`config.mk`:
```
export PLATFORM = sky130hd
export DESIGN_NAME = divider
export DESIGN_NICKNAME = d
export VERILOG_FILES = /design/src/rtl/divider.sv
export SDC_FILE = /design/constraint.sdc
export NUM_CORES = 1
export LEC_CHECK = 0
export ABC_AREA = 1
export BUFFER_PORTS_ARGS = -buffer_cell sky130_fd_sc_hd__buf_2
export CORE_AREA = 4 4 79 81
export DETAILED_ROUTE_END_ITERATION = 7
export DIE_AREA = 0 0 83 85
export SLEW_MARGIN = 20
export SYNTH_ARGS = -nofsm -noshare
export SYNTH_HDL_FRONTEND = slang
export SYNTH_SLANG_ARGS = --single-unit
```
`constraint.sdc`:
```
create_clock -name clk -period 1.8 [get_ports clk]
set_input_delay 0.36 -clock clk [delete_from_list [all_inputs] [get_ports clk]]
set_output_delay 0.36 -clock clk [all_outputs]
set_load 0.005 [all_outputs]
```
`src/rtl/divider.sv`:
```
// Sequential restoring divider: one quotient bit per clock, MSB first.
// Results are registered and announced with a one-cycle done pulse.
module divider #(
    parameter int DIVIDEND_W = 6,
    parameter int DIVISOR_W  = 3
) (
    input  logic                  clk,
    input  logic                  rst_n,
    input  logic                  start,
    input  logic [DIVIDEND_W-1:0] dividend,
    input  logic [DIVISOR_W-1:0]  divisor,
    output logic                  busy,
    output logic                  done,
    output logic [DIVIDEND_W-1:0] quotient,
    output logic [DIVISOR_W-1:0]  remainder,
    output logic                  div_by_zero
);

    localparam int CNT_W = $clog2(DIVIDEND_W + 1);
    localparam logic [CNT_W-1:0] LAST = CNT_W'(DIVIDEND_W - 1);

    typedef enum logic [1:0] {IDLE, CALC, DONE} state_t;

    state_t                 state_q;
    logic [DIVIDEND_W-1:0]  dvd_q;
    logic [DIVISOR_W-1:0]   dvs_q;
    logic [DIVISOR_W:0]     r_q;
    logic [DIVIDEND_W-1:0]  q_q;
    logic [CNT_W-1:0]       cnt_q;
    logic                   dz_q;
    logic [DIVIDEND_W-1:0]  quot_q;
    logic [DIVISOR_W-1:0]   rem_q;
    logic                   dbz_q;
    logic                   busy_q;
    logic                   done_q;

    logic [DIVISOR_W:0]     r_sh;
    logic                   ge;
    logic [DIVISOR_W:0]     r_d;
    logic [DIVIDEND_W-1:0]  q_d;

    // R is one bit wider than the divisor: the shifted value can reach 2*divisor-1.
    always_comb begin
        r_sh = {r_q[DIVISOR_W-1:0], dvd_q[DIVIDEND_W-1]};
        ge   = (r_sh >= {1'b0, dvs_q});
        r_d  = ge ? (r_sh - {1'b0, dvs_q}) : r_sh;
        q_d  = {q_q[DIVIDEND_W-2:0], ge};
    end

    always_ff @(posedge clk or negedge rst_n) begin
        if (!rst_n) begin
            state_q <= IDLE;
            dvd_q   <= '0;
            dvs_q   <= '0;
            r_q     <= '0;
            q_q     <= '0;
            cnt_q   <= '0;
            dz_q    <= 1'b0;
            quot_q  <= '0;
            rem_q   <= '0;
            dbz_q   <= 1'b0;
            busy_q  <= 1'b0;
            done_q  <= 1'b0;
        end else begin
            case (state_q)
                IDLE: begin
                    done_q <= 1'b0;
                    if (start) begin
                        dvd_q   <= dividend;
                        dvs_q   <= divisor;
                        r_q     <= '0;
                        q_q     <= '0;
                        cnt_q   <= '0;
                        dz_q    <= (divisor == '0);
                        busy_q  <= 1'b1;
                        state_q <= CALC;
                    end
                end
                CALC: begin
                    // A zero divisor skips the iterations and spends a single cycle here.
                    if (dz_q) begin
                        quot_q  <= '1;
                        rem_q   <= '0;
                        dbz_q   <= 1'b1;
                        done_q  <= 1'b1;
                        state_q <= DONE;
                    end else begin
                        r_q   <= r_d;
                        q_q   <= q_d;
                        dvd_q <= dvd_q << 1;
                        cnt_q <= cnt_q + 1'b1;
                        if (cnt_q == LAST) begin
                            quot_q  <= q_d;
                            rem_q   <= r_d[DIVISOR_W-1:0];
                            dbz_q   <= 1'b0;
                            done_q  <= 1'b1;
                            state_q <= DONE;
                        end
                    end
                end
                DONE: begin
                    done_q  <= 1'b0;
                    busy_q  <= 1'b0;
                    state_q <= IDLE;
                end
                default: begin
                    done_q  <= 1'b0;
                    busy_q  <= 1'b0;
                    state_q <= IDLE;
                end
            endcase
        end
    end

    assign busy        = busy_q;
    assign done        = done_q;
    assign quotient    = quot_q;
    assign remainder   = rem_q;
    assign div_by_zero = dbz_q;

endmodule

```
* Word-level counts from Yosys, hierarchy flattened
Cells that the tools add are included.
Word-level totals: flip-flop bits (word level) 35, latch bits 0, bits in writable memories 0, memory bits (read-only) 0, bits of input ports 12, output and inout bits 12, memories 0
Cells by class: add/subtract/negate cells 2, $mul 0, div/mod/pow operators 0, $lt $le $gt $ge 1, equality and inequality tests 5, shift operators 0, muxes and demuxes 28, bitwise operators 1, reductions and logical operators 9
Operator list (number):
- 6-bit 2-to-1 mux | 4
- 3-bit 2-to-1 mux | 7
- 3-bit one-hot mux with 2 select lines | 2
- 6-bit one-hot mux with 2 select lines | 1
- 5-bit 2-to-1 mux | 2
- 5-bit one-hot mux with 2 select lines | 1
- 2-bit AND reduction | 4
- 1-bit 2-to-1 mux | 6
- 2-bit 2-to-1 mux | 3
- 4-bit by 3-bit greater-or-equal comparator with 1-bit output | 1
- 2-bit != test, second input constant | 2
- 2-bit one-hot mux with 2 select lines | 1
- 2-bit nonzero test | 2
- 3-bit by 1-bit adder with 3-bit output, second input constant | 1
- 3-bit == test, second input constant | 1
- 3-bit zero test | 1
- 3-bit != test, second input constant | 1
- 3-bit AND reduction | 1
- 3-bit subtractor | 1
- 2-bit by 1-bit == test with 1-bit output, second input constant | 1
- 2-bit zero test | 1
- 1-bit one-hot mux with 2 select lines | 1
- 1-bit NOT | 1

* Logic depth before layout (Yosys ltp)
Gate-level depths: netlist (run 1).
depth in word-level cells 4, gate-level depth with buffers 11

* Worst setup path after synthesis (run 1)
OpenSTA, ideal clock, no wires.
path type reg2reg, start register dvd_q[5], end register quot_q[0] (netlist: quotient[0]), library setup time 123 ps, data arrival time 1471 ps, required time 1677 ps, path slack 206 ps, stages on the path, launching flop included 11, buffers on the path 0, clock period less this slack 1594 ps, cell sequence dfrtp_1 inv_1 ha_1 inv_1 fa_1 nand2_1 nand2_1 inv_1 nand2_1 o21ai_0 nand2_1
Between the ends: word-level cells in the longest chain between the ends 3
Ends and longest elaborated chain:
- from (decl) | line 25 | logic [DIVIDEND_W-1:0] dvd_q;
- from (signal assigned) | line 69 | dvd_q <= dividend;
- from (signal assigned) | line 90 | dvd_q <= dvd_q << 1;
- 4-bit by 3-bit greater-or-equal comparator with 1-bit output | line 45 | ge = (r_sh >= {1'b0, dvs_q});
- 6-bit 2-to-1 mux | line 92 | if (cnt_q == LAST) begin
- 6-bit 2-to-1 mux | line 81 | if (dz_q) begin
- to (signal assigned) | line 93 | quot_q <= q_d;
- to (decl) | line 31 | logic [DIVIDEND_W-1:0] quot_q;
Every way passes these cells. The select of a mux whose other input is x is not followed. A chain may end at the register's enable or synchronous reset.

* Worst setup path after layout (run 1)
start register dvd_q[5], end register r_q[0]
Between the ends: word-level cells in the longest chain between the ends 4, elaborated cells on any way between the ends 5, those cells by class 1 x add/sub; 1 x order compare; 3 x mux
Ends and longest elaborated chain:
- 4-bit by 3-bit greater-or-equal comparator with 1-bit output / 3-bit subtractor (equally long branches) | line 45, 46
- 3-bit 2-to-1 mux (*) | line 46 | r_d = ge ? (r_sh - {1'b0, dvs_q}) : r_sh;
- 3-bit 2-to-1 mux (*) | line 81
- 3-bit one-hot mux with 2 select lines (*) | line 65 | case (state_q)
- to (signal assigned) | line 88 | r_q <= r_d;
- to (decl) | line 27 | logic [DIVISOR_W:0] r_q;
Every way passes the cells marked *; elsewhere a longest branch is shown, timed or not. The select of a mux whose other input is x is not followed.

==> results_dict.tcl, run 1 <==
set metrics [dict create \
    area_growth_pct 19.5 \
    grt_pass1_wl_um 5640 \
    grt_max_degree 20 \
    clock_sinks 35 \
    period_minus_slack_ps 1620 \
    ys_seq_area_frac 0.534 \
    wl_met3_um 177 \
    num_io_pins 24 \
    cts_max_level 2 \
    worstSetupPathType "reg -> reg" \
    synth.avg_cell_area_um2 9.16 \
    fp.dieW_um 83 \
    rows 27 \
    cap_viol_max_count 0 \
    numPortBuffers 23 \
    power.share.clock 0.190 \
    post_cts_buffers 0 \
    yosys.area.top_type "dfrtp_1" \
    dp_cells 272 \
    layout_commonest_cell "nand2_1" \
    detail-route-antenna-nets 0 \
    hold_viol 0 \
    worstPathRequired_ps 2030 \
    dr_wl_met2_um 1360 \
    pwr-share-comb 0.468 \
    p_seq_frac 0.341 \
    rr_startpoint "dvd_q[5]" \
    start_util 0.300 \
    syn-num-nets 197 \
    clk_latency_ps 290 \
    synth_top_area_frac 0.534 \
    fin_nets 225 \
    coreArea_um2 5470 \
    fmax_ghz 0.617 \
    placed_cell_area_um2 1840 \
    finalNonFillerCells 280 \
    internal-power_mw 2.24 \
    power_density_nw_per_um2 1960 \
    cp_max_fo 5 \
    root_buffer "clkbuf_8" \
    final_area_um2 1960 \
    r2r_end "r_q[0]" \
    antenna_cells 0 \
    drc 0 \
    yosysUniqueCellTypes 22 \
    slew_headroom 0.682 \
    p_sw_mw 1.60 \
    slew_violations 0 \
    die_area_um2 7060 \
    drt_first_pass_iters 4 \
    ir_worst_vdd_mv 0.679 \
    hpwl_um 2310 \
    wl_per_cell_um 11.4 \
    utilization 0.358 \
    fin_crit_sh 0.901 \
    ys_warn_count 0 \
    antenna_found_initial 0 \
    pre_cts_ws_ps 84.7 \
    numCtsBuffers 5 \
    drt_iter0_drc 56 \
    cts_hold_buf 0 \
    via_per_inst 4.31 \
    grt-ovfl-total 0 \
    finalClockSkew_ps 1.97 \
    clock_tree.buffer_depth 2 \
    reg2reg_depth 11 \
    n_fill_cell 590 \
    top_layer_used "met4" \
    end_kind "register" \
    fin_ws_ps 178 \
    worst_pin_slew_ps 477 \
    ys_ff_latch 35 \
    clkTransAtPathRegs_ps 70 \
    grt.total_usage 0.101 \
    syn_inst 179 \
    drt-met1-wl_um 1590 \
    ctsResizeCount 0 \
    cts_tree "built" \
    synth_area_um2 1640 \
    die_h_um 85 \
    ff2ff_setup_slack_ps 180 \
    gp_congestion 0.836 \
    layout-drive-gt1-share 0.245 \
    grt_pass1_vias 1198 \
    most-common-layout-cells "45 x nand2_1, 35 x dfrtp_1, 25 x inv_1" \
    crit_path_start_kind "register" \
    arrival_ps 1850 \
    drt_wl_total_um 3180 \
    multi_input_area_um2 624 \
    p_leak_nw 1.00 \
    p_sw_frac 0.416 \
    setup_viol 0 \
    vias 1207 \
    synth_area_leaders "dfrtp_1 53%, nand2_1 11%, inv_1 5.7%, o21ai_0 4.6%, ha_1 3.8%" \
    register_area_um2 876 \
    fin_tns_setup_ps 0 \
    rsz0062_at_grt "false" \
    status "complete, no violations" \
    worst_hold_path_type "in -> async" \
]
## routing by layer
layer / GRT usage / vias up
met2: 0.149 / 20
met1: 0.129 / 563
met5: 0 / -
met3: 0.0485 / 5
li1: - / 619
met4: 0.0357 / 0
## synth_stat cells
cell,number
a21oi_1,6
buf_2,1
buf_6,2
dfrtp_1,35
fa_1,1
ha_1,5
inv_1,25
inv_2,3
inv_4,2
nand2_1,46
nand2_2,2
nand2_4,1
nand2_8,2
nand3_1,10
nand4_1,1
nor2_1,10
nor2_4,1
o21ai_0,15
o21ai_2,5
o22ai_1,4
o22ai_2,1
xnor2_1,1
## critical path, stage by stage, from the launching register on
cell     delay [ps]
dfrtp_1         360
inv_1            90
ha_1            150
inv_1            50
fa_2            340
nand2_1          70
nand2_1          50
inv_1           110
nand2_2         100
nand2_1         100
nand3_1          70
nand2_1          80
## layout make-up
type                       count  area share
sequential                    35       0.447
multi-input combinational    111       0.318
timing repair buffer          24      0.0689
inverter                      30      0.0600
tap                           72      0.0459
clock buffer                   6      0.0421
clock inverter                 2      0.0179
## per-stage QoR
step | power, mW | hold WS (ps)
2_1_floorplan | 2.73 | 64.4
3_3_place_gp | 3.09 | 344
3_5_place_dp | 3.12 | 342
4_1_cts | 3.87 | 26.2
5_1_grt | 4.24 | 43.0
6_report | 3.84 | 21.6
## flip-flops by register name, indices dropped and copies added (netlist names)
| signal | cells |
|---|---|
| dz_q | 1 |
| r_q | 3 |
| quotient | 6 |
| done | 1 |
| dvd_q | 6 |
| busy | 1 |
| dvs_q | 3 |
| q_q | 5 |
| div_by_zero | 1 |
| state_q | 2 |
| cnt_q | 3 |
| remainder | 3 |
## power groups by stage
stage	combinational [mW]	sequential, mW	clock (mW)
after floorplan	1.43	1.30	0
after detailed placement	1.80	1.32	0
after CTS	1.81	1.31	0.753
final	1.80	1.31	0.731
after global routing	2.09	1.36	0.788
after global placement	1.77	1.32	0
## cells by family (layout without fill, tap and decap cells)
| group | Yosys count | after routing | share of synthesized area |
|---|---|---|---|
| XOR/XNOR | 1 | 1 | 0.00534 |
| AND/OR/NAND/NOR | 73 | 73 | 0.208 |
| AO/OA/AOI/OAI | 31 | 31 | 0.114 |
| buffers and inverters | 33 | 62 | 0.0885 |
| flip-flops | 35 | 35 | 0.534 |
| adder cells (fa/ha/maj) | 6 | 6 | 0.0503 |
## how the worst max path moves through the flow
stage / from / end / slack [ps] / cells past startpoint
after floorplan: dvd_q[5] / quotient[0] / 210 / 10
after global placement: dvd_q[5] / quotient[0] / 150 / 10
after detailed placement: dvd_q[5] / quotient[0] / 80 / 10
after CTS: dvd_q[5] / quotient[0] / 40 / 10
after global routing: dvd_q[5] / remainder[1] / 3 / 11
final: dvd_q[5] / r_q[0] / 180 / 11
Power figures use the tool's default switching activity.
==> run 2, diff against run 1 <==
Settings changed: CORE_AREA 4 4 79 81 to 4 4 91 72, DIE_AREA 0 0 83 85 to 0 0 95 76, SETUP_SLACK_MARGIN from default to 0.5.
==> results_dict.tcl, run 2 (synthesis gave the netlist of run 1 again) <==
set metrics [dict create \
    status "complete, no violations" \
    arrival_ps 1710 \
    finalClockSkew_ps 11.1 \
    clock_sinks 35 \
    layout_commonest_cell "nand2_1" \
    wl_per_cell_um 11.8 \
    crit_path_start_kind "register" \
    grt_pass1_wl_um 5690 \
    utilization 0.398 \
    grt_max_degree 21 \
    layout-drive-gt1-share 0.409 \
    grt_util_met1 0.153 \
    numCtsBuffers 5 \
    grt-ovfl-total 0 \
    path_buf_inv 2 \
    drc 0 \
    cts_tree "built" \
    num_io_pins 24 \
    fmax_ghz 0.655 \
    drt_first_pass_iters 4 \
    die_h_um 76 \
    numPortBuffers 23 \
    drt_wl_total_um 3560 \
    start_util 0.291 \
    worstPathRequired_ps 1990 \
    clock_tree.buffer_depth 2 \
    worstSetupPathType "reg -> reg" \
    hp-start "dividend[0]" \
    area_growth_pct 37.1 \
    coreArea_um2 5650 \
    antenna_cells 0 \
    cts_max_level 2 \
    use_met2 0.132 \
    rows 24 \
    setup_viol 0 \
    crit_path_start "dvd_q[5]" \
    detail-route-antenna-nets 0 \
    busiest_layer "met1" \
    ir_worst_vdd_mv 0.646 \
    fin_tns_setup_ps 0 \
    hpwl_um 2380 \
    n_fill_cell 569 \
    root_buffer "clkbuf_8" \
    end_kind "register" \
    ff2ff_setup_slack_ps 270 \
    cpMostUsedCell "inv_2" \
    path_cells "inv_2 > ha_4 > inv_2 > fa_2 > xnor2_1 > nand2_4 > nand3_1 > nand2_1" \
    antenna_found_initial 0 \
    cap_viol_max_count 0 \
    most-common-layout-cells "37 x nand2_1, 35 x dfrtp_1, 23 x buf_2" \
    worst_pin_slew_ps 405 \
    path_delay_family "adder cells" \
    gp_congestion 0.772 \
    hold_viol 0 \
    fp.dieW_um 95 \
    grt.total_usage 0.104 \
    slew_headroom 0.730 \
    grt.met3_usage 0.0365 \
    p_leak_nw 1.11 \
    cp_max_fo 2 \
    grt_pass1_vias 1193 \
    worst_hold_path_type "in -> reg" \
    power_density_nw_per_um2 2110 \
    cp_slowest_cell "dfrtp_1" \
    rsz0062_at_grt "true" \
    fin_nets 242 \
    vias 1246 \
    holdWs_ps 288 \
    max_stage_delay_ps 370 \
    rr_startpoint "dvd_q[5]" \
    die_area_um2 7220 \
    slew_violations 0 \
    clk_latency_ps 290 \
    period_minus_slack_ps 1530 \
    fin_crit_sh 0.848 \
    finalPower_mw 4.75 \
    via_per_inst 4.11 \
    drt_iter0_drc 23 \
    clkTransAtPathRegs_ps 70 \
]
==> run 2: area by class of cell <==
class                   count  area [um^2]  area share
clock buffers               5         68.8      0.0306
multi-input cells         112          752       0.334
flip-flops and latches     35          876       0.389
repair buffers             40          258       0.115
well taps                  78         97.6      0.0434
clock inverters             3         67.6      0.0300
inverters                  30          130      0.0578
==> run 2: metrics by stage <==
stage	setup WS [ps]	instance area, um^2	cells
floorplan	351	1660	179
global placement	297	1860	278
detailed placement	255	1860	278
CTS	277	2040	290
global route	184	2250	303
finish	273	2250	303
==> run 2: power by group <==
part,total (mW),internal [mW],switching [mW]
clock network,0.854,0.553,0.302
logic,2.55,1.07,1.48
registers,1.34,1.14,0.207
total,4.75,2.76,1.99
==> run 2: worst min-delay path: stages <==
cell     delay (ps)
buf_2            80
nand2_1          40
o21ai_0          60
==> run 2: final timing paths <==
check	endpoint	cells after the start
max	remainder[2]	8
min	dvd_q[0]	3
max reg2reg	remainder[2]	8
min reg2reg	quotient[0]	2
max in group asynchronous	state_q[0]	3
min in group asynchronous	r_q[2]	2
==> run 2: timing repair <==
action | in CTS | in global routing
hold buffers | 1 | 0
endpoints found under the setup margin | 13 | 20
pin swaps | 1 | 5
resized for setup | 3 | 31
endpoints found under the hold margin | 3 | 0
buffers inserted | 3 | 12
gates cloned | 0 | 1
==> run 2: layer usage <==
metal / share of wire / up-vias / wire [um]
li1: - / 653 / -
met1: 0.52 / 561 / 1850
met2: 0.42 / 25 / 1490
met3: 0.043 / 7 / 154
met4: 0.020 / 0 / 70
met5: 0 / - / 0
